**src/rtl/next_pc_unit.sv**
```systemverilog
// next_pc_unit -- program-counter register, next-PC selection and an optional
// return-address stack (RAS).
//
// Optional feature: define NEXT_PC_UNIT_RAS_EN to build the RAS. Without it,
// PCSrc 11 falls back to PC+4, Push is ignored, RasEmpty is 1 and RasFull is 0.
//
// Parameters
//   XLEN         datapath width
//   RESET_VECTOR PC value after reset
//   RAS_DEPTH    number of RAS entries (power of two, 2..16)
//
// Ports
//   clk        clock, all state on the rising edge
//   reset      synchronous active-high reset
//   Stall      hold PC and RAS; clears Misaligned
//   PCSrc      00 PC+4, 01 PC+ImmExt, 10 JALR target, 11 RAS return
//   ImmExt     sign-extended immediate
//   ALUResult  JALR base+offset sum
//   Push       current instruction is a call; push PC+4
//   PC         registered program counter
//   PCPlus4    combinational PC+4
//   PCTarget   combinational PC+ImmExt
//   PCNext     combinational selected next PC
//   Misaligned registered flag, 1 for one cycle after a rejected redirect
//   RasEmpty   RAS occupancy is zero
//   RasFull    RAS occupancy equals RAS_DEPTH
module next_pc_unit #(
   parameter int                XLEN         = 32,
   parameter logic [XLEN-1:0]   RESET_VECTOR = 32'h0000_0000,
   parameter int                RAS_DEPTH    = 4
) (
   input  logic            clk,
   input  logic            reset,
   input  logic            Stall,
   input  logic [1:0]      PCSrc,
   input  logic [XLEN-1:0] ImmExt,
   input  logic [XLEN-1:0] ALUResult,
   input  logic            Push,
   output logic [XLEN-1:0] PC,
   output logic [XLEN-1:0] PCPlus4,
   output logic [XLEN-1:0] PCTarget,
   output logic [XLEN-1:0] PCNext,
   output logic            Misaligned,
   output logic            RasEmpty,
   output logic            RasFull
);

   logic [XLEN-1:0] pc_q, pc_d;
   logic            mis_q, mis_d;
   logic [XLEN-1:0] jalr_tgt;
   logic            ret_valid;   // RAS holds a usable return address
   logic [XLEN-1:0] ret_addr;
   logic            reject;      // redirect to a non-word-aligned target
   logic            pc_upd;      // PC actually advances this cycle

   // Bit 0 of the JALR sum is always cleared, so it never reaches the datapath.
   logic unused_alu_bit0;
   assign unused_alu_bit0 = ALUResult[0];

   // Address arithmetic wraps modulo 2^XLEN; carries are dropped.
   assign PCPlus4  = pc_q + XLEN'(4);
   assign PCTarget = pc_q + ImmExt;
   assign jalr_tgt = {ALUResult[XLEN-1:1], 1'b0};

   always_comb begin
      PCNext = PCPlus4;
      case (PCSrc)
         2'b00: PCNext = PCPlus4;
         2'b01: PCNext = PCTarget;
         2'b10: PCNext = jalr_tgt;
         2'b11: PCNext = ret_valid ? ret_addr : PCPlus4;
         default: PCNext = PCPlus4;
      endcase
   end

   // Only redirects are checked; sequential flow cannot leave word alignment.
   assign reject = (PCSrc != 2'b00) && (PCNext[1:0] != 2'b00);
   assign pc_upd = !Stall && !reject;

   always_comb begin
      pc_d  = pc_q;
      mis_d = 1'b0;
      if (!Stall) begin
         if (reject) mis_d = 1'b1;
         else        pc_d  = PCNext;
      end
   end

   always_ff @(posedge clk) begin
      if (reset) begin
         pc_q  <= RESET_VECTOR;
         mis_q <= 1'b0;
      end else begin
         pc_q  <= pc_d;
         mis_q <= mis_d;
      end
   end

   assign PC         = pc_q;
   assign Misaligned = mis_q;

`ifdef NEXT_PC_UNIT_RAS_EN
   localparam int PW = (RAS_DEPTH > 1) ? $clog2(RAS_DEPTH) : 1;
   localparam int CW = PW + 1;

   // Circular buffer: ptr_q indexes the current top entry. When full, a push
   // wraps onto the oldest entry, so the stack keeps the most recent calls.
   logic [XLEN-1:0] ras_q [RAS_DEPTH];
   logic [PW-1:0]   ptr_q, ptr_d, wr_ptr;
   logic [CW-1:0]   cnt_q, cnt_d;
   logic            wr_en;

   assign ret_valid = (cnt_q != '0);
   assign ret_addr  = ras_q[ptr_q];

   always_comb begin
      ptr_d  = ptr_q;
      cnt_d  = cnt_q;
      wr_en  = 1'b0;
      wr_ptr = ptr_q;
      if (pc_upd) begin
         if (Push && (PCSrc == 2'b11) && ret_valid) begin
            // Call-and-return in one instruction: swap the top in place.
            wr_en  = 1'b1;
            wr_ptr = ptr_q;
         end else if (Push) begin
            wr_en  = 1'b1;
            wr_ptr = ptr_q + 1'b1;
            ptr_d  = ptr_q + 1'b1;
            if (cnt_q != CW'(RAS_DEPTH)) cnt_d = cnt_q + 1'b1;
         end else if ((PCSrc == 2'b11) && ret_valid) begin
            ptr_d = ptr_q - 1'b1;
            cnt_d = cnt_q - 1'b1;
         end
      end
   end

   always_ff @(posedge clk) begin
      if (reset) begin
         ptr_q <= '0;
         cnt_q <= '0;
      end else begin
         ptr_q <= ptr_d;
         cnt_q <= cnt_d;
      end
   end

   // Entry storage carries no reset; stale contents are hidden while count is 0.
   always_ff @(posedge clk) begin
      if (!reset && wr_en) ras_q[wr_ptr] <= PCPlus4;
   end

   assign RasEmpty = (cnt_q == '0);
   assign RasFull  = (cnt_q == CW'(RAS_DEPTH));
`else
   logic unused_push;
   logic unused_upd;
   assign unused_push = Push;
   assign unused_upd  = pc_upd;
   assign ret_valid   = 1'b0;
   assign ret_addr    = '0;
   assign RasEmpty    = 1'b1;
   assign RasFull     = 1'b0;
`endif

endmodule

```
**config.mk**
```make
export PLATFORM = sky130hd
export DESIGN_NAME = next_pc_unit
export DESIGN_NICKNAME = d
export VERILOG_FILES = /design/src/rtl/next_pc_unit.sv
export SDC_FILE = /design/constraint.sdc
export NUM_CORES = 1
export LEC_CHECK = 0
export CAP_MARGIN = 20
export CORE_ASPECT_RATIO = 0.8
export CORE_MARGIN = 3
export CORE_UTILIZATION = 60
export DETAILED_ROUTE_END_ITERATION = 8
export DONT_BUFFER_PORTS = 1
export PLACE_DENSITY = 0.79
export SLEW_MARGIN = 30
export SYNTH_ARGS = -nofsm -noshare
export SYNTH_HDL_FRONTEND = slang
export SYNTH_SLANG_ARGS = --single-unit
```
**constraint.sdc**
```tcl
create_clock -name clk -period 5.82 [get_ports clk]
set_clock_uncertainty 0.2 [all_clocks]
set_input_delay 1.746 -clock clk [delete_from_list [all_inputs] [get_ports clk]]
set_output_delay 1.746 -clock clk [all_outputs]
set_load 0.02 [all_outputs]
```
==> out/qor.csv, run 1 <==
stage,metric,value,unit
synthesis,Yosys reg bits,33,
timing,Fmax achieved,0.165,GHz
critical_path,arrival time at the worst endpoint,4100,ps
place,DP HPWL,12200,um
clock_network,Root Buffer,clkbuf_8,
cells_and_area,footprint of the multi-input gates,3910,sq um
synthesis,Synth Flop Type,dfxtp_1,
clock_network,CTS tree,done,
synthesis,Cells after Synth,599,
cells_and_area,FF/Latch Area,661,sq um
timing,Hold Fails Final Rpt,0,
floorplan,Placement Rows,27,
synthesis,Syn Area/Cell,7.27,sq um
synthesis,Yosys warnings,0,
power_and_ir_drop,Leak,2.46,nW
cells_and_area,FILL cells,472,
global_route,first-pass GRT wire length,24100,um
floorplan,core area,6960,sq um
place,Setup WS pre-CTS,-399,ps
min_path,Hold Crit Class,reg -> reg,
clock_network,"Clk Latency, worst-skew pair",310,ps
floorplan,die area,8320,sq um
routing,DRT iter0 DRCs,520,
clock_network,clk sink count,33,
timing,Slew @ Worst Pin,867,ps
critical_path,worst-path fanout max,2,
outcome,status,"complete, but fails checks",
clock_network,cts bufs inserted,5,
timing,setup violators final,11,
outcome,failing checks,setup timing,
synthesis,synth top area cells,"dfxtp_1 15%, ha_1 10%, a21oi_1 7.0%",
timing,Slew headroom,42.1,%
timing,max-slew violation count,0,
global_route,vias in the first global route,4726,
global_route,total track usage,36.7,%
place,placer congestion estimate,0.901,
critical_path,critical path class,in -> out,
cells_and_area,number of diodes,0,
power_and_ir_drop,Max IR drop VDD,203,uV
flow_run,number of max-cap violations,0,
routing,Vias/cell,6.71,
routing,drt total wl,17200,um
clock_network,clock buffer depth,2,
critical_path,Worst EP required,3870,ps
synthesis,cell taking the most area after synthesis,dfxtp_1,
global_route,initial antenna violation count,0,
timing,RSZ-0062 raised after global routing,true,
cells_and_area,final core occ,82.5,%
floorplan,die width,101,um
timing,minimum clock period,6040,ps
synthesis,Mapped Nets,705,
synthesis,"FFs w/ async S/R, synth",0,%
routing,WL/cell,22.4,um
synthesis,unique cell type count in the Yosys netlist,72,
power_and_ir_drop,PwrDens,207,nW/um^2
clock_network,"Reg clk slew, reported paths",80,ps
floorplan,initial core utilization,62.6,%
synthesis,synthesized area,4360,sq um
synthesis,most frequent cells after synthesis,"69 x nand2_1, 61 x a21oi_1, 49 x nor2_1",
routing,post-route ant nets,0,
critical_path,CP Capture Type,primary output,
place,Port Buf Inserts,0,
global_route,largest net degree at the start of global routing,38,
synthesis,"EDFF count, synth",0,
global_route,Overflow after GRT,0,
timing,Fin Setup TNS,-1070,ps
synthesis,sequential area share after synthesis,15.2,%
routing,vias,5148,
critical_path,crit start category,input pin,
clock_network,H-tree depth,2,
cells_and_area,Final nets,785,
floorplan,Die Ht,82.2,um
floorplan,I/O pins,201,
synthesis,most instantiated library cell after synthesis,nand2_1,
routing,drt pass-1 iters,5,
routing,# DRC,0,
timing,final worst slack,-224,ps
timing,crit share post-route,104,%
cells_and_area,area grow syn2layout,31.9,%
cells_and_area,share of cells above drive strength 1,30.0,%
synthesis,top cell type's share of synthesized area,15.2,%
flip-flops by register name (all words and copies together), names as in the netlist:
register and count:
Misaligned 1, PC 32
metal layers:
layer	vias up	track usage [%]	part of all wire (%)
li1	2359	-	-
met1	2398	45.9	38
met2	347	61.9	47
met3	44	9.40	12
met4	0	12.1	2.4
met5	-	0	0
critical path: stages:
cell and delay [ps]:
ha_4 140, fa_2 350, a21o_1 200, a221oi_2 280, or3_4 200, a31oi_4 80
o31a_1 300, a311oi_4 360, mux2i_2 350, nor2_4 90
logic make-up after synthesis:
family          count (synthesis)  synth area share [%]
fa+ha+maj                      36                  10.5
compound gates                192                  31.1
simple gates                  212                  24.5
buf+inv                        63                  5.86
flops                          33                  15.2
xor+xnor                       56                  11.4
other cells                     2                 0.172
mux                             5                  1.24
worst paths after layout:
kind	from	to	slack (ps)	cells after the start
max	ImmExt[0]	PCNext[30]	-220	10
min	PC[10]	PC[10]	430	2
max reg2reg	PC[0]	PC[14]	2200	11
min reg2reg	PC[10]	PC[10]	430	2
cells in the final DEF, fill, tap and decap left out, types with 9 or more instances in the layout:
master and count:
a21o_1 16, a21oi_1 45, a21oi_2 14, a221oi_1 13
buf_4 105, dfxtp_1 33, ha_1 23, inv_1 22
nand2_1 68, nand3_1 18, nor2_1 43, nor3b_1 10
o21a_1 9, o21ai_0 13, xnor2_1 28, xor2_1 19
metrics by stage:
stage / power [W] / instances / hold WS, ps / cell area (sq um)
after floorplan: 0.000714 / 599 / 378 / 4490
after global placement: 0.000888 / 744 / 400 / 5140
after detailed placement: 0.000901 / 744 / 412 / 5140
after CTS: 0.00113 / 760 / 423 / 5460
after global routing: 0.00124 / 767 / 447 / 5740
final: 0.00119 / 767 / 429 / 5740
area by class of cell:
cell class | instances | area share (%)
multi-input combinational | 503 | 68.1
timing repair buffer | 112 | 15.1
clock buffer | 7 | 1.68
inverter | 24 | 1.61
clock inverter | 1 | 0.0871
sequential | 33 | 11.5
tap | 87 | 1.90
power by group:
part	internal, W	switching (W)	total [W]	leakage [nW]
sequential	0.000242	0.0000548	0.000297	0.269
clock	0.000107	0.000104	0.000212	0.0542
combinational	0.000266	0.000412	0.000678	2.14
total	0.000616	0.000571	0.00119	2.46
what timing repair did:
item,in CTS,in global routing
setup endpoints to repair,22,24
gates resized for setup,28,47
buffers inserted,9,8
pin swaps,18,23
hold buffers,0,0
No activity file was read; power rests on OpenSTA's default activity.
==> inputs of run 2 (changes only) <==
- GPL_TIMING_DRIVEN: default -> 0
==> run 2 against run 1 <==
  * The flow still finishes with violations (setup timing)
  * Core utilization decreased by 0.072 points
  * Wire length increased by 17%
  * Non-clock buffer count decreased by 31
  * Via count increased by 7.2%
  * Power increased by 0.43%
  * Register-to-register slack got worse by 1400 ps
  * Largest power group unchanged
==> out/qor.csv, run 2 (synthesized netlist as in run 1, its figures left out) <==
stage,metric,value,unit
power_and_ir_drop,Max IR drop VDD,172,uV
power_and_ir_drop,Leak,2.29,nW
global_route,first-pass GRT wire length,27900,um
routing,vias,5520,
routing,drt pass-1 iters,7,
cells_and_area,Layout Cells excl Fill,735,
clock_network,clock buffer depth,2,
power_and_ir_drop,Int Power,0.000579,W
timing,max-slew violation count,0,
min_path,Hold Crit Class,reg -> reg,
power_and_ir_drop,combinational share of power,58.3,%
power_and_ir_drop,sw frac,51.5,%
cells_and_area,"commonest non-fill, non-tap cell in the layout",nand2_1,
floorplan,Die Ht,82.2,um
place,placed cells,686,
timing,Hold Fails Final Rpt,0,
global_route,vias in the first global route,5055,
critical_path,worst-path fanout max,3,
timing,Fin Setup TNS,-2140,ps
timing,Slew headroom,29.6,%
critical_path,Worst EP required,3870,ps
cells_and_area,Final nets,754,
critical_path,CP Capture Type,primary output,
clock_network,clk sink count,33,
timing,Slew @ Worst Pin,1060,ps
critical_path,critical path class,in -> out,
global_route,total track usage,43.9,%
power_and_ir_drop,Psw,0.000614,W
cells_and_area,number of flip-flops in the largest register,32,
clock_network,cts hold-fix bufs,0,
power_and_ir_drop,PwrDens,208,nW/um^2
timing,final worst slack,-321,ps
critical_path,R2R Setup Slk,780,ps
critical_path,R2R Path Start,PC[4],
power_and_ir_drop,Pwr Total,0.00119,W
timing,RSZ-0062 raised after global routing,true,
min_path,Hold Crit Start,PC[9],
clock_network,CTS tree,done,
clock_network,cts bufs inserted,5,
floorplan,initial core utilization,62.6,%
floorplan,die area,8320,sq um
floorplan,Placement Rows,27,
cells_and_area,area grow syn2layout,31.8,%
routing,post-route ant nets,0,
place,placer congestion estimate,1.02,
routing,Vias/cell,7.51,
timing,Hold WS,446,ps
clock_network,"Reg clk slew, reported paths",70,ps
place,Port Buf Inserts,0,
outcome,status,"complete, but fails checks",
critical_path,R2R depth,26,
outcome,failing checks,setup timing,
cells_and_area,number of diodes,0,
routing,# DRC,0,
flow_run,number of max-cap violations,0,
global_route,initial antenna violation count,0,
timing,setup violators final,14,
routing,WL/cell,27.3,um
timing,crit share post-route,106,%
clock_network,Root Buffer,clkbuf_8,
min_path,hold endpoint,PC[9],
critical_path,crit start category,input pin,
critical_path,arrival time at the worst endpoint,4200,ps
routing,DRT iter0 DRCs,747,
clock_network,"Clk Latency, worst-skew pair",310,ps
critical_path,r2r endpoint,PC[29],
clock_network,H-tree depth,2,
power_and_ir_drop,Reg power frac,25.2,%
place,DP HPWL,13500,um
global_route,largest net degree at the start of global routing,12,
floorplan,core area,6960,sq um
cells_and_area,most frequent cells in the layout,"67 x nand2_1, 52 x buf_4, 45 x a21oi_1",
floorplan,I/O pins,201,
timing,Fmax achieved,0.163,GHz
power_and_ir_drop,Clk pwr share,16.5,%
cells_and_area,share of cells above drive strength 1,27.9,%
floorplan,die width,101,um
timing,minimum clock period,6140,ps
min_path,hold depth,2,
routing,drt total wl,20100,um
global_route,Overflow after GRT,0,
[run 2: changes by cell type in the layout (fill, tap and decap cells not counted), moves of 5 or more]
cell      delta
buf_4       -53
buf_6        -6
nor2_4       +5
clkbuf_1    +21
xnor2_1      -6
[run 2: worst max-delay path: stages]
cell and delay (ps):
ha_4 140, fa_2 340, a21o_1 200, a221oi_4 300, or3_4 210, a31oi_4 100, o31a_1 360, a311oi_2 370
mux2i_2 330, nor2_4 80
[run 2: cell type report]
| class | count | area [sq um] |
|---|---|---|
| Buffer | 32 | 156 |
| Clock buffer | 6 | 82.6 |
| Clock inverter | 1 | 7.51 |
| Fill cell | 457 | 1220 |
| Inverter | 24 | 90.1 |
| Multi-Input combinational cell | 503 | 4260 |
| Sequential cell | 33 | 661 |
| Tap cell | 87 | 109 |
| Timing Repair Buffer | 49 | 372 |
[run 2: per-layer routing]
metal / GRT usage [%] / part of all wire [%] / routed length, um / vias up
li1: - / - / - / 2300
met1: 55.7 / 34 / 6930 / 2532
met2: 69.9 / 45 / 9000 / 569
met3: 12.7 / 16 / 3160 / 119
met4: 18.9 / 5.0 / 1000 / 0
met5: 0 / 0 / 0 / -
[run 2: worst max path at each step]
stage	to	slack, ps	cells after the start	start
after floorplan	PCNext[30]	-250	10	ImmExt[0]
after global placement	PCNext[28]	-560	10	ImmExt[0]
after detailed placement	PCNext[28]	-620	10	ImmExt[0]
after CTS	PCNext[30]	-330	10	ImmExt[0]
after global routing	PCNext[30]	-370	10	ImmExt[0]
final	PCNext[30]	-320	10	ImmExt[0]
[run 2: what timing repair did]
item | CTS | global route
setup buffers | 34 | 20
gates resized for setup | 64 | 74
setup endpoints to repair | 39 | 34
pin swaps | 20 | 39
[run 2: power by group through the flow]
stage | Sequential, W | Combinational (W) | Clock, W
after global placement | 0.000302 | 0.000511 | 0
after detailed placement | 0.000302 | 0.000520 | 0
after floorplan | 0.000291 | 0.000423 | 0
after CTS | 0.000297 | 0.000603 | 0.000189
after global routing | 0.000302 | 0.000727 | 0.000197
final | 0.000300 | 0.000696 | 0.000196
[run 2: metrics by stage]
| stage | area, sq um | worst slack, ps | utilization, % |
|---|---|---|---|
| 6_report | 5740 | -321 | 82.5 |
| 5_1_grt | 5740 | -371 | 82.5 |
| 4_1_cts | 5230 | -325 | 75.2 |
| 3_5_place_dp | 4600 | -619 | 66.1 |
| 3_3_place_gp | 4600 | -562 | 66.1 |
| 2_1_floorplan | 4490 | -251 | - |
==> patch (config.mk and constraints of run 1) <==
Change the parameter `XLEN` from 32 to 64.
--- a/src/rtl/next_pc_unit.sv
+++ b/src/rtl/next_pc_unit.sv
@@ -25,7 +25,7 @@
 //   RasEmpty   RAS occupancy is zero
 //   RasFull    RAS occupancy equals RAS_DEPTH
 module next_pc_unit #(
-   parameter int                XLEN         = 32,
+   parameter int                XLEN         = 64,
    parameter logic [XLEN-1:0]   RESET_VECTOR = 32'h0000_0000,
    parameter int                RAS_DEPTH    = 4
 ) (
Ports: changed (6 resized); port bits go from 201 to 393. No check against the original RTL was run, so the function may have changed too.
==> patch against run 1 <==
The run now fails in global routing. Synthesized cell count increased by 120%. Area after synthesis increased by 120%.
==> patch: results (changes against run 1) <==
- The number of buffers on the longest clock path came to 2 (unchanged).
- Async set-or-reset flop fraction in the synthesized netlist: 0 (unchanged)
- The number of buffers added by the clock tree synthesis step came to 9 (was 5).
* Total routing resource utilization after global routing: 0.792
- The post-placement cell area was 0.0130 sq mm (was 0.00514 sq mm).
- The clock root buffer was sky130_fd_sc_hd__clkbuf_16 (was sky130_fd_sc_hd__clkbuf_8).
* Number of global-route vias before repair: 18000
* Leading post-synthesis cells by cell area: sky130_fd_sc_hd__dfxtp_1 (14%), sky130_fd_sc_hd__ha_1 (8.8%), sky130_fd_sc_hd__xnor2_1 (6.6%) (was sky130_fd_sc_hd__dfxtp_1 (15%), sky130_fd_sc_hd__ha_1 (10%), sky130_fd_sc_hd__a21oi_1 (7.0%))
- Final estimated routing congestion in global placement: 1.08 (was 0.901)
* Horizontal extent of the die: 147 microns (was 101 microns)
- The net count of the mapped netlist was 1547 (was 705).
- Cell types with the highest counts after synthesis: sky130_fd_sc_hd__nand2_1 (136), sky130_fd_sc_hd__a21oi_1 (115), sky130_fd_sc_hd__nor2_1 (100), sky130_fd_sc_hd__xnor2_1 (72), sky130_fd_sc_hd__ha_1 (67) (was sky130_fd_sc_hd__nand2_1 (69), sky130_fd_sc_hd__a21oi_1 (61), sky130_fd_sc_hd__nor2_1 (49), sky130_fd_sc_hd__ha_1 (35)).
- For this run the aggregate overflow at the end of global routing stands at 37.
* Number of enable-type register cells in the synthesized netlist: 0 (unchanged)
- Run status: aborted with a tool error (was finished, violations left).
* Buffers added on ports: 0 (unchanged)
* Error that halted the flow: [ERROR GRT-0116] Global routing finished with congestion. Check the congestion regions in the DRC Viewer.
- Stage at which the run stopped: global routing
* Fraction of the yosys area taken by sequential cells: 0.136 (was 0.152)
* Number of clock sinks: 65 (was 33)
* Detailed-placement wirelength estimate: 35300 microns (was 12200 microns)
- The distinct cell type count after synthesis came to 87 (was 72).
* Wire length of the first global-routing pass: 109000 microns
- The number of warnings reported in the yosys synthesis log is 0 (unchanged).
* Commonest register cell after synthesis: sky130_fd_sc_hd__dfxtp_1 (unchanged)
- Pin count of the biggest net entering global routing: 71
- H-tree level count: 3 (was 2)
-- patch: changes by cell type after synthesis, sizes merged, moves of 41 or more --
cell	delta
a21oi	+54
clkbuf	+44
nand2	+69
nor2	+50
o21ai	+48
xnor2	+41
-- patch: per-stage QoR --
| stage | hold WS, ns | std cells | setup WS (ns) | util | setup TNS (ns) |
|---|---|---|---|---|---|
| 2_1_floorplan | 0.378 | 1345 | -0.166 | - | -1.50 |
| 3_3_place_gp | 0.258 | 1867 | -0.570 | 0.849 | -17.25 |
| 3_5_place_dp | 0.273 | 1867 | -0.617 | 0.849 | -21.26 |
| 4_1_cts | 0.283 | 1918 | -0.319 | 0.964 | -10.49 |
-- patch: layer usage --
metal / overflow / global-route usage
met4: 16 / 0.783
met2: 21 / 0.952
met3: 0 / 0.665
met1: 0 / 0.788
met5: 0 / 0.256
-- patch: logic make-up after synthesis --
family | after synthesis | share of synthesized area
multiplexers | 13 | 0.0149
adder cells (fa/ha/maj) | 68 | 0.0897
flip-flops | 65 | 0.136
buffers and inverters | 154 | 0.0744
other | 2 | 0.000785
XOR/XNOR | 118 | 0.110
AND/OR/NAND/NOR | 489 | 0.262
AO/OA/AOI/OAI | 436 | 0.313
-- patch: what timing repair did --
action,4_1_cts
pin swaps,99
setup buffers,41
resized for setup,250
endpoints found under the setup margin,90
